===== src/rtl/activate_diff_pkg.sv =====
// Shared encodings for the activation-derivative unit.
package activate_diff_pkg;

    // Activation selector codes carried on dense_type.
    localparam int unsigned DT_LINEAR = 0;
    localparam int unsigned DT_RELU   = 1;
    localparam int unsigned DT_LEAKY  = 2;
    localparam int unsigned DT_HTANH  = 3;
    localparam int unsigned DT_QUAD   = 4;

    // Leaky-ReLU negative slope is ONE >> LEAKY_SHIFT.
    localparam int unsigned LEAKY_SHIFT = 3;

    typedef enum logic [1:0] {
        IDLE,
        COMPUTE,
        DONE
    } state_e;

endpackage


===== src/rtl/activate_diff_if.sv =====
// Bundle-in / bundle-out handshake interface of the activation-derivative unit.
interface activate_diff_if #(
    parameter int unsigned size            = 3,
    parameter int unsigned data_size       = 16,
    parameter int unsigned dense_type_size = 4
) ();

    logic                        in_valid;
    logic                        in_ready;
    logic [data_size*size-1:0]   z;
    logic [data_size*size-1:0]   grad;
    logic [dense_type_size-1:0]  dense_type;
    logic [31:0]                 w_layer_index;
    logic [31:0]                 w_row_index;
    logic                        is_update;
    logic                        is_cost_layer;

    logic                        out_valid;
    logic                        out_ready;
    logic [data_size*size-1:0]   dz;
    logic [31:0]                 w_layer_index_out;
    logic [31:0]                 w_row_index_out;
    logic                        is_update_out;
    logic                        is_cost_layer_out;
    logic                        type_err;

    // Unit side.
    modport slave (
        input  in_valid, z, grad, dense_type, w_layer_index, w_row_index,
               is_update, is_cost_layer, out_ready,
        output in_ready, out_valid, dz, w_layer_index_out, w_row_index_out,
               is_update_out, is_cost_layer_out, type_err
    );

    // Producer/consumer side.
    modport master (
        output in_valid, z, grad, dense_type, w_layer_index, w_row_index,
               is_update, is_cost_layer, out_ready,
        input  in_ready, out_valid, dz, w_layer_index_out, w_row_index_out,
               is_update_out, is_cost_layer_out, type_err
    );

endinterface


===== src/rtl/activate_diff_elem.sv =====
// One element of dz = f'(z) * grad in signed Q(frac_bits), with saturation.
module activate_diff_elem
    import activate_diff_pkg::*;
#(
    parameter int unsigned data_size       = 16,
    parameter int unsigned frac_bits       = 8,
    parameter int unsigned dense_type_size = 4
) (
    input  logic signed [data_size-1:0]   z_i,
    input  logic signed [data_size-1:0]   grad_i,
    input  logic [dense_type_size-1:0]    dense_type_i,
    output logic signed [data_size-1:0]   dz_o,
    output logic                          err_o
);

    localparam int unsigned PW = 2 * data_size;

    localparam logic signed [data_size-1:0] One    = data_size'(1 << frac_bits);
    localparam logic signed [data_size-1:0] NegOne = -One;
    localparam logic signed [data_size-1:0] LeakyD = One >>> LEAKY_SHIFT;

    localparam logic signed [PW-1:0] SatMax = PW'({1'b0, {(data_size-1){1'b1}}});
    localparam logic signed [PW-1:0] SatMin = -SatMax - PW'(1);

    localparam logic signed [data_size-1:0] OutMax = {1'b0, {(data_size-1){1'b1}}};
    localparam logic signed [data_size-1:0] OutMin = {1'b1, {(data_size-1){1'b0}}};

    logic signed [data_size-1:0] d;
    logic signed [PW-1:0]        prod;
    logic signed [PW-1:0]        shifted;

    // Derivative select; unknown codes force d = 0 and flag an error.
    always_comb begin
        d     = '0;
        err_o = 1'b0;
        case (32'(dense_type_i))
            DT_LINEAR: d = One;
            DT_RELU:   d = (z_i > 0) ? One : '0;
            DT_LEAKY:  d = (z_i > 0) ? One : LeakyD;
            DT_HTANH:  d = ((z_i > NegOne) && (z_i < One)) ? One : '0;
            DT_QUAD:   d = z_i;
            default: begin
                d     = '0;
                err_o = 1'b1;
            end
        endcase
    end

    // Full-width product, floor shift back to Q(frac_bits), then clamp.
    always_comb begin
        prod    = PW'(d) * PW'(grad_i);
        shifted = prod >>> frac_bits;
        if (shifted > SatMax) begin
            dz_o = OutMax;
        end else if (shifted < SatMin) begin
            dz_o = OutMin;
        end else begin
            dz_o = shifted[data_size-1:0];
        end
    end

endmodule


===== src/rtl/activate_diff_unit.sv =====
// Serial activation-derivative unit: one element per cycle through a shared
// multiplier, with the layer/row/update sideband carried alongside the result.
module activate_diff_unit
    import activate_diff_pkg::*;
#(
    parameter int unsigned size            = 3,
    parameter int unsigned data_size       = 16,
    parameter int unsigned frac_bits       = 8,
    parameter int unsigned dense_type_size = 4
) (
    input  logic             clk,
    input  logic             rst,
    activate_diff_if.slave   bus_io
);

    localparam int unsigned    IdxW    = (size > 1) ? $clog2(size) : 1;
    localparam logic [IdxW-1:0] IdxLast = IdxW'(size - 1);

    state_e                        state_q, state_d;
    logic [IdxW-1:0]               idx_q, idx_d;
    logic [data_size*size-1:0]     z_q, z_d;
    logic [data_size*size-1:0]     grad_q, grad_d;
    logic [data_size*size-1:0]     dz_q, dz_d;
    logic [dense_type_size-1:0]    type_q, type_d;
    logic [31:0]                   layer_q, layer_d;
    logic [31:0]                   row_q, row_d;
    logic                          upd_q, upd_d;
    logic                          cost_q, cost_d;
    logic                          err_q, err_d;

    logic signed [data_size-1:0]   elem_z;
    logic signed [data_size-1:0]   elem_grad;
    logic signed [data_size-1:0]   elem_dz;
    logic                          elem_err;

    assign elem_z    = z_q[idx_q*data_size +: data_size];
    assign elem_grad = grad_q[idx_q*data_size +: data_size];

    activate_diff_elem #(
        .data_size       (data_size),
        .frac_bits       (frac_bits),
        .dense_type_size (dense_type_size)
    ) u_elem (
        .z_i          (elem_z),
        .grad_i       (elem_grad),
        .dense_type_i (type_q),
        .dz_o         (elem_dz),
        .err_o        (elem_err)
    );

    // Next-state: capture on accept, walk idx through the elements, hold in DONE.
    always_comb begin
        state_d = state_q;
        idx_d   = idx_q;
        z_d     = z_q;
        grad_d  = grad_q;
        dz_d    = dz_q;
        type_d  = type_q;
        layer_d = layer_q;
        row_d   = row_q;
        upd_d   = upd_q;
        cost_d  = cost_q;
        err_d   = err_q;
        case (state_q)
            IDLE: begin
                if (bus_io.in_valid) begin
                    state_d = COMPUTE;
                    idx_d   = '0;
                    z_d     = bus_io.z;
                    grad_d  = bus_io.grad;
                    dz_d    = '0;
                    type_d  = bus_io.dense_type;
                    layer_d = bus_io.w_layer_index;
                    row_d   = bus_io.w_row_index;
                    upd_d   = bus_io.is_update;
                    cost_d  = bus_io.is_cost_layer;
                    err_d   = 1'b0;
                end
            end
            COMPUTE: begin
                dz_d[idx_q*data_size +: data_size] = elem_dz;
                err_d = err_q | elem_err;
                if (idx_q == IdxLast) begin
                    state_d = DONE;
                    idx_d   = '0;
                end else begin
                    idx_d = idx_q + 1'b1;
                end
            end
            DONE: begin
                if (bus_io.out_ready) begin
                    state_d = IDLE;
                end
            end
            default: state_d = IDLE;
        endcase
    end

    // State registers; reset discards any bundle in flight.
    always_ff @(posedge clk) begin
        if (rst) begin
            state_q <= IDLE;
            idx_q   <= '0;
            z_q     <= '0;
            grad_q  <= '0;
            dz_q    <= '0;
            type_q  <= '0;
            layer_q <= '0;
            row_q   <= '0;
            upd_q   <= 1'b0;
            cost_q  <= 1'b0;
            err_q   <= 1'b0;
        end else begin
            state_q <= state_d;
            idx_q   <= idx_d;
            z_q     <= z_d;
            grad_q  <= grad_d;
            dz_q    <= dz_d;
            type_q  <= type_d;
            layer_q <= layer_d;
            row_q   <= row_d;
            upd_q   <= upd_d;
            cost_q  <= cost_d;
            err_q   <= err_d;
        end
    end

    assign bus_io.in_ready          = (state_q == IDLE);
    assign bus_io.out_valid         = (state_q == DONE);
    assign bus_io.dz                = dz_q;
    assign bus_io.w_layer_index_out = layer_q;
    assign bus_io.w_row_index_out   = row_q;
    assign bus_io.is_update_out     = upd_q;
    assign bus_io.is_cost_layer_out = cost_q;
    assign bus_io.type_err          = err_q;

endmodule


===== src/flat_wrapper.sv =====
// flat-port wrapper written by rule: the top's interface ports become plain ports
module activate_diff_unit_flat import activate_diff_pkg::*;
#(
    parameter int unsigned size            = 3,
    parameter int unsigned data_size       = 16,
    parameter int unsigned frac_bits       = 8,
    parameter int unsigned dense_type_size = 4
)
  (clk, rst, bus_io_in_valid, bus_io_z, bus_io_grad, bus_io_dense_type, bus_io_w_layer_index, bus_io_w_row_index, bus_io_is_update, bus_io_is_cost_layer, bus_io_out_ready, bus_io_in_ready, bus_io_out_valid, bus_io_dz, bus_io_w_layer_index_out, bus_io_w_row_index_out, bus_io_is_update_out, bus_io_is_cost_layer_out, bus_io_type_err);
  activate_diff_if #(.size(size), .data_size(data_size), .dense_type_size(dense_type_size)) bus_io_i ();
  input  logic clk;
  input  logic rst;
  input wire logic [$bits(bus_io_i.in_valid)-1:0] bus_io_in_valid;
  input wire logic [$bits(bus_io_i.z)-1:0] bus_io_z;
  input wire logic [$bits(bus_io_i.grad)-1:0] bus_io_grad;
  input wire logic [$bits(bus_io_i.dense_type)-1:0] bus_io_dense_type;
  input wire logic [$bits(bus_io_i.w_layer_index)-1:0] bus_io_w_layer_index;
  input wire logic [$bits(bus_io_i.w_row_index)-1:0] bus_io_w_row_index;
  input wire logic [$bits(bus_io_i.is_update)-1:0] bus_io_is_update;
  input wire logic [$bits(bus_io_i.is_cost_layer)-1:0] bus_io_is_cost_layer;
  input wire logic [$bits(bus_io_i.out_ready)-1:0] bus_io_out_ready;
  output wire logic [$bits(bus_io_i.in_ready)-1:0] bus_io_in_ready;
  output wire logic [$bits(bus_io_i.out_valid)-1:0] bus_io_out_valid;
  output wire logic [$bits(bus_io_i.dz)-1:0] bus_io_dz;
  output wire logic [$bits(bus_io_i.w_layer_index_out)-1:0] bus_io_w_layer_index_out;
  output wire logic [$bits(bus_io_i.w_row_index_out)-1:0] bus_io_w_row_index_out;
  output wire logic [$bits(bus_io_i.is_update_out)-1:0] bus_io_is_update_out;
  output wire logic [$bits(bus_io_i.is_cost_layer_out)-1:0] bus_io_is_cost_layer_out;
  output wire logic [$bits(bus_io_i.type_err)-1:0] bus_io_type_err;
  assign bus_io_i.in_valid = bus_io_in_valid;
  assign bus_io_i.z = bus_io_z;
  assign bus_io_i.grad = bus_io_grad;
  assign bus_io_i.dense_type = bus_io_dense_type;
  assign bus_io_i.w_layer_index = bus_io_w_layer_index;
  assign bus_io_i.w_row_index = bus_io_w_row_index;
  assign bus_io_i.is_update = bus_io_is_update;
  assign bus_io_i.is_cost_layer = bus_io_is_cost_layer;
  assign bus_io_i.out_ready = bus_io_out_ready;
  assign bus_io_in_ready = bus_io_i.in_ready;
  assign bus_io_out_valid = bus_io_i.out_valid;
  assign bus_io_dz = bus_io_i.dz;
  assign bus_io_w_layer_index_out = bus_io_i.w_layer_index_out;
  assign bus_io_w_row_index_out = bus_io_i.w_row_index_out;
  assign bus_io_is_update_out = bus_io_i.is_update_out;
  assign bus_io_is_cost_layer_out = bus_io_i.is_cost_layer_out;
  assign bus_io_type_err = bus_io_i.type_err;
  activate_diff_unit #(.size(size), .data_size(data_size), .frac_bits(frac_bits), .dense_type_size(dense_type_size)) u_core (.clk(clk), .rst(rst), .bus_io(bus_io_i));
endmodule

===== config.mk =====
export PLATFORM = sky130hd
export DESIGN_NAME = activate_diff_unit_flat
export DESIGN_NICKNAME = d
export VERILOG_FILES = /design/src/rtl/activate_diff_pkg.sv /design/src/rtl/activate_diff_if.sv /design/src/rtl/activate_diff_elem.sv /design/src/rtl/activate_diff_unit.sv /design/src/flat_wrapper.sv
export SDC_FILE = /design/constraint.sdc
export NUM_CORES = 1
export LEC_CHECK = 0
export BUFFER_PORTS_ARGS = -buffer_cell sky130_fd_sc_hd__buf_2
export CAP_MARGIN = 5
export CORE_UTILIZATION = 25
export CTS_BUF_LIST = sky130_fd_sc_hd__clkbuf_16
export DETAILED_ROUTE_END_ITERATION = 10
export GPL_ROUTABILITY_DRIVEN = 0
export PLACE_DENSITY = 0.45
export SYNTH_ARGS = -nofsm -noshare
export SYNTH_HDL_FRONTEND = slang
export SYNTH_SLANG_ARGS = --single-unit

===== constraint.sdc =====
create_clock -name clk -period 20.5 [get_ports clk]
set_input_delay 1.025 -clock clk [delete_from_list [all_inputs] [get_ports clk]]
set_output_delay 1.025 -clock clk [all_outputs]
set_load 0.01 [all_outputs]

Word level (Yosys, flattened, before mapping)

Cells that the tools add are included.

Bits in registers: 219
Latch bits: 0
Bits in writable memories: 0
Bits in read-only memories: 0
Input port bits: 170
Output and inout port bits: 117
Memories: 0

Add/subtract/negate cells: 2
Multipliers: 1
Div/mod/pow operators: 0
Order comparisons: 5
Equal/unequal tests: 10
Shifts and indexed selects: 4
Mux-type cells: 19
Bitwise operators: 1
Reductions and logical operators: 8

Operators with widths:

| cell                                                            | count |
|---|---|
| one-hot mux 48 bit (2 select lines)                             | 1 |
| variable part select 48 x 7 -> 16 bit                           | 2 |
| one-hot mux 16 bit (5 select lines)                             | 1 |
| bitwise mux 48 bit                                              | 1 |
| 2-to-1 mux 48 bit                                               | 1 |
| variable shift 16 x 34 -> 48 bit, first input constant          | 1 |
| variable part select 16 x 34 -> 48 bit                          | 1 |
| negation 6 -> 34 bit                                            | 1 |
| multiplier 16 x 16 -> 32 bit                                    | 1 |
| 2-to-1 mux 16 bit                                               | 2 |
| 2-to-1 mux 9 bit                                                | 3 |
| greater-than comparator 24 x 16 -> 1 bit, second input constant | 1 |
| less-than comparator 24 x 16 -> 1 bit, second input constant    | 1 |
| greater-than comparator 16 x 1 -> 1 bit, second input constant  | 1 |
| greater-than comparator 16 x 9 -> 1 bit, second input constant  | 1 |
| less-than comparator 16 x 10 -> 1 bit, second input constant    | 1 |
| 2-to-1 mux 2 bit                                                | 5 |
| equality test 4 x 2 -> 1 bit, second input constant             | 2 |
| one-hot mux 2 bit (3 select lines)                              | 1 |
| OR reduction 5 bit                                              | 1 |
| equality test 2 bit, second input constant                      | 2 |
| equality test 4 x 1 -> 1 bit, second input constant             | 1 |
| equality test 4 x 3 -> 1 bit, second input constant             | 1 |
| zero test 4 bit                                                 | 1 |
| 13 further kinds                                                | 16 |

Longest topological paths before layout

Depth after elaboration: 12
Mapped depth: 37
Mapped depth without buffers: 33

Modules after synthesis

From an unflattened synthesis, not the netlist that was laid out.

Cells, all modules: 2168
Area, all modules: 18625.4 µm²

By module, submodules not included:

| module             | times used | cells each | area each (µm²) | sequential area each (µm²) |
|---|---|---|---|---|
| activate_diff_elem | 1          | 1189       | 10443.8         | 0.0 |
| activate_diff_unit | 1          | 979        | 8181.6          | 4384.2 |

Worst setup path before layout

OpenSTA, ideal clock, no wires.

Path type: register to register
From: reg u_core.idx_q[0]
To: reg u_core.dz_q[10], in the netlist u_core.bus_io.dz[10]
Library setup time: 117 ps
Data arrival time: 8740 ps
Data required time: 20383 ps
Path slack: 11643 ps
Cell stages (with the launch flop): 29
Buffers on the path: 5
Clock period less this slack: 8857 ps
Cell sequence: dfxtp_1 buf_4 buf_1 clkbuf_1 clkbuf_1 mux2i_1 o22ai_1 nand2_1 inv_1 fa_1 fa_1 inv_1 fa_1 fa_1 fa_1 fa_1 inv_1 ha_1 and4_1 and2_1 a22o_1 o41a_1 a21o_1 a311oi_1 or2_1 o31ai_4 nand2_2 buf_4 o21ai_1

Longest elaborated chain between the ends: 12

RTL lines:

| element                                                                                          | line                      | RTL |
|---|---|---|
| from (decl)                                                                                      | activate_diff_unit.sv:20  | `logic [IdxW-1:0] idx_q, idx_d;` |
| from (signal assigned)                                                                           | activate_diff_unit.sv:115 | `idx_q <= idx_d;` |
| variable part select 48 x 7 -> 16 bit                                                            | activate_diff_unit.sv:36  | `assign elem_z = z_q[idx_q*data_size +: data_size];` |
| greater-than comparator 16 x 9 -> 1 bit or less-than comparator 16 x 10 -> 1 bit (tied branches) | activate_diff_elem.sv:40  | `DT_HTANH: d = ((z_i > NegOne) && (z_i < One)) ? One : '0;` |
| logical AND 1 bit                                                                                | activate_diff_elem.sv:40  |  |
| 2-to-1 mux 9 bit                                                                                 | activate_diff_elem.sv:40  |  |
| one-hot mux 16 bit (5 select lines)                                                              | activate_diff_elem.sv:36  | `case (32'(dense_type_i))` |
| multiplier 16 x 16 -> 32 bit                                                                     | activate_diff_elem.sv:51  | `prod = PW'(d) * PW'(grad_i);` |
| less-than comparator 24 x 16 -> 1 bit                                                            | activate_diff_elem.sv:55  | `end else if (shifted < SatMin) begin` |
| 2-to-1 mux 16 bit                                                                                | activate_diff_elem.sv:55  |  |
| 2-to-1 mux 16 bit                                                                                | activate_diff_elem.sv:53  | `if (shifted > SatMax) begin` |
| variable part select 16 x 34 -> 48 bit                                                           | activate_diff_unit.sv:81  | `dz_d[idx_q*data_size +: data_size] = elem_dz;` |
| bitwise mux 48 bit (*)                                                                           | activate_diff_unit.sv:81  |  |
| one-hot mux 48 bit (2 select lines) (*)                                                          | activate_diff_unit.sv:64  | `case (state_q)` |
| to (signal assigned)                                                                             | activate_diff_unit.sv:118 | `dz_q <= dz_d;` |
| to (decl)                                                                                        | activate_diff_unit.sv:23  | `logic [data_size*size-1:0] dz_q, dz_d;` |

Mark *: on every way between the ends. The rest lies on a longest branch, timed or not.
A chain may end at the register's enable or synchronous reset.

Final worst setup path

From: reg u_core.idx_q[0]
To: reg u_core.dz_q[22], in the netlist u_core.bus_io.dz[22]

Same word-level chain as after synthesis.

==> flow_summary.ini <==
[outcome]
status = finished clean

[sta]
period_needed_ns = 9.92
slew_headroom_pct = 20.6
finalHoldViolations = 0
layout_setup_ws_ns = 10.58
finalSetupTns_ns = 0
rsz0062_at_grt = false
slew_violations = 0
worst_pin_slew_ns = 1.19
fin_crit_sh_pct = 48.4
fin_worst_skew_ns = 0.0254
fmax_ghz = 0.101
finalSetupViolations = 0

[drt]
vias = 16100
firstDrtPassIters = 5
routedWlPerCell_um = 17.4
viasPerCell = 4.62
ant_nets = 0
dr.first_iter.drc_count = 888
routed_wl_mm = 60.6
drc_errors = 0

[global_routing]
grt_pass1_vias = 17400
grt_antenna_before_repair = 10
grt_max_degree = 97
grt_overflow = 0
grtUsageTotal_pct = 16.3
grt_pass1_wl_mm = 95.8

[synthesis]
synth_area_mm2 = 0.0187
ys_seq_area_share_pct = 23.4
ys_warn_count = 0
yosysUniqueCellTypes = 73
async_reset_ff_share_pct = 0
synth-edff-count = 0
syn_avg_cell_area_um2 = 8.12
ys_ff_latch = 219
ys.flop_type = dfxtp_1
synth.net_count = 2817
synthCells = 2302

[floorplan]
pin_count = 287
start_util_pct = 25.5
fp.coreArea_mm2 = 0.0735
die_y_um = 276
dieArea_mm2 = 0.0759
rows = 99
die_w_um = 276

[critical_path]
r2r_start = u_core.idx_q[0]
rr_worst_depth = 29
critPathMaxStageDelay_ns = 0.79
cp.required_ns = 21.00
critPathKind = reg -> reg
crit_buf_inv = 3
cpMostUsedCell = fa_1
arrival_ns = 10.42
crit_fanout = 20
reg2reg_setup_slack_ns = 10.58
cp_top_family = compound AO/OA/AOI/OAI gates
crit_slowest_cell = a211oi_2
r2r-end = u_core.bus_io.dz[22]
critical_path.startpoint_type = flip-flop
end_kind = flip-flop

[power]
cellPowerDensity_mw_per_mm2 = 55.6
peakVddDrop_uv = 70.3
p_leak_nw = 10.1

[clocking]
clk_pin_slew_ns = 0.06
cts_resized = 0
h-tree-depth = 1
post_cts_buffers = 0
clk_latency_ns = 0.58
root_buffer = clkbuf_16
cts.path.max_buffers = 3
clock-sinks = 219
cts_made_buffers = 26
postCtsHoldBufs = 0
cts_tree = done

[hold_path]
min_to = u_core.bus_io.dz[16]
hold_start = u_core.bus_io.dz[16]
hp-class = reg -> reg
min_path_cells = 2

[layout]
area_delta_synth_final_pct = 17.2
final_cells = 3490
nets = 3025
drive_above_1_share_pct = 14.7

[placement]
hpwlAfterDp_mm = 48.2
portBuffers = 286
dp_slack_ns = 10.59
placedCellCount = 3441

[job]
maxCapViolations = 0
state kept, by name (all words and copies together), names as in the netlist, 2 cells and up:
name	count
u_core.bus_io.dz	48
u_core.grad_q	48
u_core.idx_q	2
u_core.state_q	2
u_core.type_q	4
u_core.bus_io.w_row_index_out	32
u_core.bus_io.w_layer_index_out	32
u_core.z_q	48
cell usage after synthesis (5+ instances only):
cell type	count	area share [%]
nand2_1	580	12
inv_1	318	6.4
fa_1	261	28
dfxtp_1	219	23
a21oi_1	199	5.3
nor2_1	177	3.6
clkbuf_1	102	2.0
ha_1	84	5.6
o21ai_1	46	1.2
mux2i_1	35	1.9
o21ai_0	28	0.75
o22ai_1	18	0.60
xnor2_1	18	0.84
and2_1	17	0.57
a21o_1	14	0.56
nand2b_1	13	0.43
o22a_1	13	0.61
and3_1	9	0.30
nand3_1	9	0.24
xor2_1	9	0.42
buf_1	8	0.16
nor3_1	8	0.21
nor2b_1	7	0.23
or2_2	7	0.23
a31oi_1	6	0.20
and4_1	5	0.23
buf_2	5	0.13
nand4_1	5	0.17
nor4_1	5	0.17
worst reg2reg max path: cells and delay by family (launching register included):
kind | cells | cell delay, ns
compound gates | 12 | 3.64
flops | 1 | 0.44
simple gates | 7 | 2.17
fa+ha+maj | 7 | 3.43
buf+inv | 3 | 0.14
stage by stage:
step | utilization (%) | hold slack, ns | instance area, um^2 | power, mW
floorplan | - | 0.436 | 18700 | 0.644
detailed placement | 28.6 | 0.444 | 21000 | 0.743
global route | 29.8 | 0.469 | 21900 | 1.29
global placement | 28.6 | 0.440 | 21000 | 0.738
CTS | 29.8 | 0.452 | 21900 | 1.24
finish | 29.8 | 0.450 | 21900 | 1.22
worst max-delay path by stage:
stage                    startpoint                    to  slack, ns  cells past startpoint
finish              u_core.idx_q[0]  u_core.bus_io.dz[22]      10.58                     29
global route        u_core.idx_q[0]  u_core.bus_io.dz[26]       9.57                     32
CTS                 u_core.idx_q[0]  u_core.bus_io.dz[25]      10.56                     30
detailed placement  u_core.idx_q[0]  u_core.bus_io.dz[17]      10.59                     30
global placement    u_core.idx_q[0]  u_core.bus_io.dz[21]      10.68                     30
floorplan           u_core.idx_q[0]  u_core.bus_io.dz[10]      11.64                     28
final cells by class:
cell class              count  area [um^2]
multi-input cells        1645        12700
clock inverters            20          246
clock buffers              26          651
well taps                 959         1200
repair buffers            300         1540
inverters                 318         1190
diodes                      3         7.51
flip-flops and latches    219         4390
fillers                  7973        51500
per-layer routing:
metal  routed length (um)  share of wire (%)  global-route usage [%]
met5                   66               0.11                       0
met4                 2550                4.2                    6.83
met3                 3640                6.0                    3.08
met2                29900                 49                    28.6
met1                24400                 40                    19.2
kinds of logic after synthesis:
family	synth area share (%)
flip-flops	23.4
AND/OR/NAND/NOR	19.0
XOR/XNOR	1.47
adder cells (fa/ha/maj)	33.6
AO/OA/AOI/OAI	11.7
multiplexers	1.87
buffers and inverters	8.99
placed cells by master, fill, tap and decap left out, types with 7 or more instances in the layout:
cell type / instances
xnor2_1: 18
inv_1: 321
o21ai_1: 46
o21ai_0: 28
nor2b_1: 7
o22ai_1: 16
nand2b_1: 13
dfxtp_1: 217
and2_1: 16
xor2_1: 9
buf_2: 285
a21oi_1: 199
mux2i_1: 35
nor3_1: 7
a21o_1: 14
fa_1: 261
and3_1: 9
or2_2: 7
ha_1: 84
o22a_1: 13
nand3_1: 9
buf_4: 14
clkbuf_16: 26
nand2_1: 579
nor2_1: 177
power by group:
group	internal (mW)	switching (mW)	total (mW)
Sequential	0.449	0.0148	0.463
Combinational	0.0927	0.173	0.266
Clock	0.294	0.195	0.490
No activity file was read; power rests on OpenSTA's default activity.
